`src/rtl/pow_gen.sv`:
```
// Iterative BASE**exp generator, truncated to WIDTH bits, with a sticky overflow flag.
// One request at a time, with a valid/ready handshake on both the request and result sides.
//
// state | meaning
// IDLE  | waiting for a request; in_ready=1
// MUL   | multiplying acc by BASE, rem counts down to zero
// HOLD  | result presented; waits for out_ready
module pow_gen #(
  parameter int WIDTH = 32,
  parameter int EXP_W = 5,
  parameter int BASE  = 3
) (
  input  logic             clk,
  input  logic             rst,
  input  logic             in_valid,
  output logic             in_ready,
  input  logic [EXP_W-1:0] in_exp,
  output logic             out_valid,
  input  logic             out_ready,
  output logic [WIDTH-1:0] out_num,
  output logic [EXP_W-1:0] out_exp,
  output logic             out_ovf
);

  typedef enum logic [1:0] {S_IDLE, S_MUL, S_HOLD} state_t;

  localparam logic [2*WIDTH-1:0] PROD_BASE = (2*WIDTH)'(BASE);

  state_t             state, state_nxt;
  logic [WIDTH-1:0]   acc, acc_nxt;
  logic [EXP_W-1:0]   rem, rem_nxt;
  logic [EXP_W-1:0]   exp_q, exp_nxt;
  logic               ovf, ovf_nxt;
  logic [2*WIDTH-1:0] prod;

  always_ff @(posedge clk or posedge rst) begin
    if (rst) begin
      state <= S_IDLE;
      acc   <= '0;
      rem   <= '0;
      exp_q <= '0;
      ovf   <= 1'b0;
    end else begin
      state <= state_nxt;
      acc   <= acc_nxt;
      rem   <= rem_nxt;
      exp_q <= exp_nxt;
      ovf   <= ovf_nxt;
    end
  end

  always_comb begin
    state_nxt = state;
    acc_nxt   = acc;
    rem_nxt   = rem;
    exp_nxt   = exp_q;
    ovf_nxt   = ovf;
    // full-width product so the bits that fall off the top can be detected
    prod      = {{WIDTH{1'b0}}, acc} * PROD_BASE;
    case (state)
      S_IDLE: begin
        if (in_valid) begin
          rem_nxt   = in_exp;
          exp_nxt   = in_exp;
          acc_nxt   = WIDTH'(1);
          ovf_nxt   = 1'b0;
          state_nxt = S_MUL;
        end
      end
      S_MUL: begin
        if (rem == '0) begin
          state_nxt = S_HOLD;
        end else begin
          acc_nxt = prod[WIDTH-1:0];
          ovf_nxt = ovf | (|prod[2*WIDTH-1:WIDTH]);
          rem_nxt = rem - EXP_W'(1);
        end
      end
      S_HOLD: begin
        if (out_ready) state_nxt = S_IDLE;
      end
      default: state_nxt = S_IDLE;
    endcase
  end

  assign in_ready  = (state == S_IDLE);
  assign out_valid = (state == S_HOLD);
  assign out_num   = acc;
  assign out_exp   = exp_q;
  assign out_ovf   = ovf;

endmodule
```
`config.mk`:
```
export PLATFORM = sky130hd
export DESIGN_NAME = pow_gen
export DESIGN_NICKNAME = d
export VERILOG_FILES = /design/src/rtl/pow_gen.sv
export SDC_FILE = /design/constraint.sdc
export NUM_CORES = 1
export LEC_CHECK = 0
export CAP_MARGIN = 20
export CELL_PAD_IN_SITES_DETAIL_PLACEMENT = 0
export CELL_PAD_IN_SITES_GLOBAL_PLACEMENT = 2
export CORE_MARGIN = 2
export CORE_UTILIZATION = 37
export CTS_BUF_LIST = sky130_fd_sc_hd__clkbuf_8
export DETAILED_ROUTE_END_ITERATION = 8
export GPL_TIMING_DRIVEN = 0
export PLACE_DENSITY_LB_ADDON = 0.1
export SLEW_MARGIN = 10
export SYNTH_ARGS = -nofsm -noshare
export SYNTH_HDL_FRONTEND = slang
export SYNTH_SLANG_ARGS = --single-unit
```
`constraint.sdc`:
```
create_clock -name clk -period 4.5 [get_ports clk]
set_clock_uncertainty 0.05 [all_clocks]
set_input_delay 0.675 -clock clk [delete_from_list [all_inputs] [get_ports clk]]
set_output_delay 0.675 -clock clk [all_outputs]
set_load 0.005 [all_outputs]
```
==> metrics, run 1 <==
post-route ant nets 0; root buffer cell clkbuf_8; EDFF count, synth 0; HP Class register to register; all-layer global routing usage 18.4%; die area 9970 um^2; clock sink count 45; crit-path max cell delay 0.47 ns; WP data arrival 3.40 ns; crit-path leading delay family compound AO/OA/AOI/OAI gates; Final Non-Filler Cells 556; Cell Rows 34; first-pass GRT wire length 14.8 mm; Clock Latency Late Sink 0.30 ns; kind of end point of the critical path register; Core Area 8810 um^2; wire length per cell 15.7 um; max-slew violation count 0; crit-path most repeated cell a211oi_2; Residual DRC 0; total negative slack 0 ns; Least-Margin Pin Slew 1.01 ns; slowest CP cell dfrtp_1; RSZ-0062 raised after global routing false; first drt pass iteration count 4; crit path max fanout 5; Final min period 3.25 ns; Starting DRT DRC Count 110; post-synthesis async set-or-reset flop share 100%; share of cells above drive strength 1 5.80%; grt ovf 0; die height 99.8 um; ant diodes 0; sequential-to-total area share from yosys stat 33.1%; crit start category register; number of buffers created by CTS 5; HPWL after detailed placement 6.67 mm; status finished, final reports clean; fin nets 491; Initial Util 38.6%; CTS tree yes; vias in the first global route 2,966; CTS Hold Buffers Added 0; Data required, critical path 4.64 ns; Ys Warns 0; crit-path cells ha_1 > fa_1 > a211oi_2 > o211ai_2 > a21oi_2 > o21ai_2 > a311o_2 > a31o_4 > a211oi_2 > a21oi_1; Syn Inst Count 391; initial antenna violation count 0; IO Count 49; f_max 307 MHz; Mapped Avg Cell Area 8.69 um^2; Post-synth top flop dfrtp_1; worst path bufs/invs 0; Final Wtd Congestion 0.817; Via-to-Cell Ratio 5.42; synthesized area 3400 um^2; Post-CTS Setup Inserts 0; P&R area growth vs syn 22.2%; Setup violations, final 0; I/O Buffers 48; largest net degree at the start of global routing 24; # Max-Cap Violations 0; #FFs+latches synth 45; Die W 99.8 um; Max H-tree Level 2; slew margin rel. 32.5%; clock slew at reported path FFs 0.10 ns; final wirelength 8.73 mm; Synth cell types 53; Fin. Hold Viols 0; Mapped Nets 435; # placed instances 548; Final period util 72.3%; Clock Path Buffers 2; Crit Path Class register to register; PostCTS Resize Cnt 0; vias 3,014
-- final timing paths --
kind / startpoint / depth (start not counted) / slack [ns] / endpoint
worst min register to register: out_exp[0] / 2 / 0.44 / out_exp[0]
worst max register to register: out_num[1] / 10 / 1.25 / out_ovf
min in group asynchronous: rst / 2 / 0.68 / rem[4]
worst min-delay path: out_exp[0] / 2 / 0.44 / out_exp[0]
worst max-delay path: out_num[1] / 10 / 1.25 / out_ovf
max in group asynchronous: rst / 3 / 3.20 / out_num[20]
-- registers in the layout, summed over array words and instances, names as in the netlist --
signal / count
state: 2
out_exp: 5
out_ovf: 1
rem: 5
out_num: 32
-- final cells by class --
class | count | area, um^2
tap | 108 | 135
multi-input combinational | 320 | 2170
clock inverter | 2 | 37.5
fill | 898 | 4650
sequential | 45 | 1130
timing repair buffer | 49 | 500
buffer | 14 | 60.1
inverter | 12 | 45.0
clock buffer | 6 | 82.6
-- cells in the final DEF, fill, tap and decap left out, types with 8 or more instances in the layout --
cell	instances
clkdlybuf4s50_1	48
dfrtp_1	45
nand2_1	44
o21ai_0	43
ha_1	34
nand3_1	31
a21oi_1	29
xnor2_1	16
nor2_1	15
a21o_1	13
xor2_1	13
clkbuf_1	12
inv_1	11
and3_1	8
-- per-layer routing --
metal  global-route usage, %  routed length, um  vias to the layer above
li1                        -                  -                     1545
met5                       0                  0                        -
met3                    2.86                305                        8
met2                    29.8               3880                       52
met1                    26.5               4460                     1409
met4                    3.37                 78                        0
-- synthesized netlist by cell type, drive strengths merged, types with 2 or more instances --
cell,n,area share [%]
xnor2,16,4.1
xor2,13,3.4
and3,8,1.5
nor2,16,1.8
a21oi,30,4.5
nor2b,4,0.74
nand2b,5,0.92
a21o,14,3.1
inv,12,1.3
o21ai,48,7.3
ha,34,13
nor3b,2,0.44
o21bai,6,1.3
o211ai,5,1.3
a311oi,2,0.70
a211oi,5,1.4
nor3,6,0.88
a31oi,6,1.1
nand2,44,4.9
buf,2,0.44
dfrtp,45,33
nand3,31,4.6
clkbuf,12,1.3
a41oi,3,0.77
or3b,2,0.52
nand3b,2,0.44
-- per-stage QoR --
stage,setup WS (ns),hold slack [ns],utilization (%),instance area [um^2]
after floorplan,1.59,0.420,-,3400
after global placement,1.26,0.409,45.6,4010
after detailed placement,1.26,0.412,45.8,4030
after CTS,1.22,0.437,47.2,4150
after global routing,1.01,0.476,47.2,4150
final,1.25,0.436,47.2,4150
-- tightest hold or removal path, cell delays in order, from the launching register on --
cell and delay [ns]:
dfrtp_1 0.36, nand2_1 0.05, nand2_1 0.05
-- logic make-up (layout without fill, tap and decap cells) --
| family | after synthesis | count (layout) | synth area share [%] |
|---|---|---|---|
| simple gates | 125 | 125 | 17.9 |
| fa+ha+maj | 35 | 35 | 13.1 |
| buf+inv | 26 | 83 | 3.09 |
| xor+xnor | 29 | 29 | 7.47 |
| compound gates | 131 | 131 | 25.3 |
| flops | 45 | 45 | 33.1 |
Power of run 1 is not shown: default switching activity piles up to over one toggle a cycle in this logic, so the estimate is an artifact.
==> run 2: changes to the inputs <==
--- a/config.mk
+++ b/config.mk
@@ -9,7 +9,7 @@
 export CELL_PAD_IN_SITES_DETAIL_PLACEMENT = 0
 export CELL_PAD_IN_SITES_GLOBAL_PLACEMENT = 2
 export CORE_MARGIN = 2
-export CORE_UTILIZATION = 37
+export CORE_UTILIZATION = 34
 export CTS_BUF_LIST = sky130_fd_sc_hd__clkbuf_8
 export DETAILED_ROUTE_END_ITERATION = 8
 export GPL_TIMING_DRIVEN = 0
==> constraint.sdc (replaced) <==
create_clock -name clk -period 3.3 [get_ports clk]
set_clock_uncertainty 0.05 [all_clocks]
set_input_delay 0.495 -clock clk [delete_from_list [all_inputs] [get_ports clk]]
set_output_delay 0.495 -clock clk [all_outputs]
set_load 0.005 [all_outputs]
==> run 2 against run 1 <==
Net effect: register-to-register slack got worse by 1.0 ns; setup slack lost 1.0 ns; fmax up 6.4%; non-clock buffer count grew 1; sequential share of layout area fell by 0.40 points; count of clock-buffer cells in the layout down 1; cell count grew 4.7%; cell area rose by 1.6%; routed wire length is 0.25% higher; critical path type unchanged; global-route usage decreased by 1.6 points; critical path depth did not move.
==> metrics, run 2 (synthesized netlist as in run 1, its figures left out) <==
status finished, final reports clean; Core Area 9730 um^2 (+10%); Crit Path Class register to register; Fin. Hold Viols 0 (unchanged); vias in the first global route 2,911 (-1.9%); crit path max fanout 5 (unchanged); CTS Hold Buffers Added 0 (unchanged); die area 10,800 um^2 (+8.5%); commonest non-fill, non-tap cell in the layout clkdlybuf4s50_1; fillcell total 1,020 (+14%); Least-Margin Pin Slew 1.02 ns (+0.00716 ns); Initial Util 34.9% (-3.7 points); ant diodes 0 (unchanged); total negative slack 0 ns (unchanged); largest net degree at the start of global routing 30 (+25%); post-route ant nets 0 (unchanged); Setup violations, final 0 (unchanged); initial antenna violation count 0 (unchanged); P&R area growth vs syn 24.2%; number of buffers created by CTS 5 (unchanged); max reg flops 32 (unchanged); clock sink count 45 (unchanged); Max H-tree Level 2 (unchanged); CTS tree yes; most frequent cells in the layout clkdlybuf4s50_1, nand2_1, dfrtp_1; fin nets 492 (+0.20%); Starting DRT DRC Count 122 (+11%); HPWL after detailed placement 6.78 mm (+1.6%); max-slew violation count 0 (unchanged); wire length per cell 15.0 um (-4.2%); share of cells above drive strength 1 6.46% (+0.66 points); clock slew at reported path FFs 0.10 ns (about the same); final wirelength 8.75 mm (+0.25%); vias 3,029 (+0.50%); f_max 327 MHz (+6.4%); Via-to-Cell Ratio 5.20 (-4.0%); final hold slack 0.423 ns (-0.0132 ns); IO Count 49 (unchanged); HP Class primary input to async pin; I/O Buffers 48 (unchanged); grt ovf 0 (unchanged); Residual DRC 0 (unchanged); crit start category register; root buffer cell clkbuf_8; Data required, critical path 3.45 ns (-1.19 ns); die height 104 um (+4.1%); slew margin rel. 32.0% (-0.48 points); Die W 104 um (+4.1%); Clock Path Buffers 2 (unchanged); kind of end point of the critical path register; Final Wtd Congestion 0.813 (-0.56%); # Max-Cap Violations 0 (unchanged); Clock Latency Late Sink 0.31 ns (about the same); first-pass GRT wire length 14.8 mm (-0.37%); r2r setup slk 0.24 ns (-1.00 ns); Cell Rows 36 (+5.9%); all-layer global routing usage 16.8% (-1.6 points); WP data arrival 3.21 ns (-0.19 ns); first drt pass iteration count 4 (unchanged); Final period util 92.7% (+20 points); Final min period 3.06 ns (-0.195 ns); RSZ-0062 raised after global routing false
[run 2: changes by cell type in the layout (fill, tap and decap cells not counted), sizes merged]
| cell | change |
|---|---|
| inv | +1 |
| buf | +1 |
| clkinvlp | -1 |
| bufinv | +1 |
| clkbuf | -1 |
[run 2: routing by layer]
metal | global-route usage, % | wire length, um | vias up
li1 | - | - | 1549
met1 | 24.5 | 4550 | 1434
met2 | 26.5 | 3870 | 44
met3 | 2.44 | 282 | 2
met4 | 3.47 | 46 | 0
met5 | 0 | 0 | -
[run 2: critical path, stage by stage (launching register included)]
cell      delay [ns]
dfrtp_2         0.47
ha_1            0.24
fa_2            0.39
a211oi_2        0.27
o211ai_2        0.16
a21oi_4         0.23
o21ai_2         0.12
a311o_2         0.47
a31o_4          0.26
a211oi_2        0.20
a21oi_1         0.08
[run 2: final cells by class]
type / instances / area [um^2] / area share (%)
sequential: 45 / 1130 / 26.7
tap: 133 / 166 / 3.94
clock inverter: 3 / 68.8 / 1.63
inverter: 12 / 45.0 / 1.07
clock buffer: 5 / 68.8 / 1.63
timing repair buffer: 50 / 508 / 12.0
buffer: 14 / 60.1 / 1.42
multi-input combinational: 320 / 2180 / 51.6
[run 2: metrics by stage]
stage	cell area [um^2]	util, %	setup slack (ns)	cells
6_report	4220	43.4	0.241	582
4_1_cts	4200	43.2	0.00696	581
5_1_grt	4220	43.4	0.0421	582
3_3_place_gp	4050	41.6	0.0347	572
2_1_floorplan	3400	-	0.391	391
3_5_place_dp	4070	41.8	0.0524	573
[run 2: what timing repair did]
| action | 4_1_cts | 5_1_grt |
|---|---|---|
| gates resized for setup | 0 | 3 |
| endpoints found under the hold margin | 0 | 0 |
| buffers inserted | 0 | 1 |
| endpoints found under the setup margin | 0 | 4 |
[run 2: worst paths after layout]
path | depth (start not counted) | to | startpoint
setup / recovery | 10 | out_ovf | out_num[1]
hold / removal | 2 | out_num[3] | rst
setup reg to reg | 10 | out_ovf | out_num[1]
hold reg to reg | 2 | out_exp[1] | out_exp[1]
max in group asynchronous | 3 | out_num[22] | rst
min in group clk | 2 | out_exp[1] | out_exp[1]
Power of run 2 is left out for the same reason.
==> run 3: changes to the inputs <==
--- a/config.mk
+++ b/config.mk
@@ -11,6 +11,7 @@
 export CORE_MARGIN = 2
 export CORE_UTILIZATION = 34
 export CTS_BUF_LIST = sky130_fd_sc_hd__clkbuf_8
+export CTS_CLUSTER_SIZE = 24
 export DETAILED_ROUTE_END_ITERATION = 8
 export GPL_TIMING_DRIVEN = 0
 export PLACE_DENSITY_LB_ADDON = 0.1
==> results of run 3 <==
The final DEF is identical to that of run 2; final timing and power are the same.
Power of run 3 is left out for the same reason.
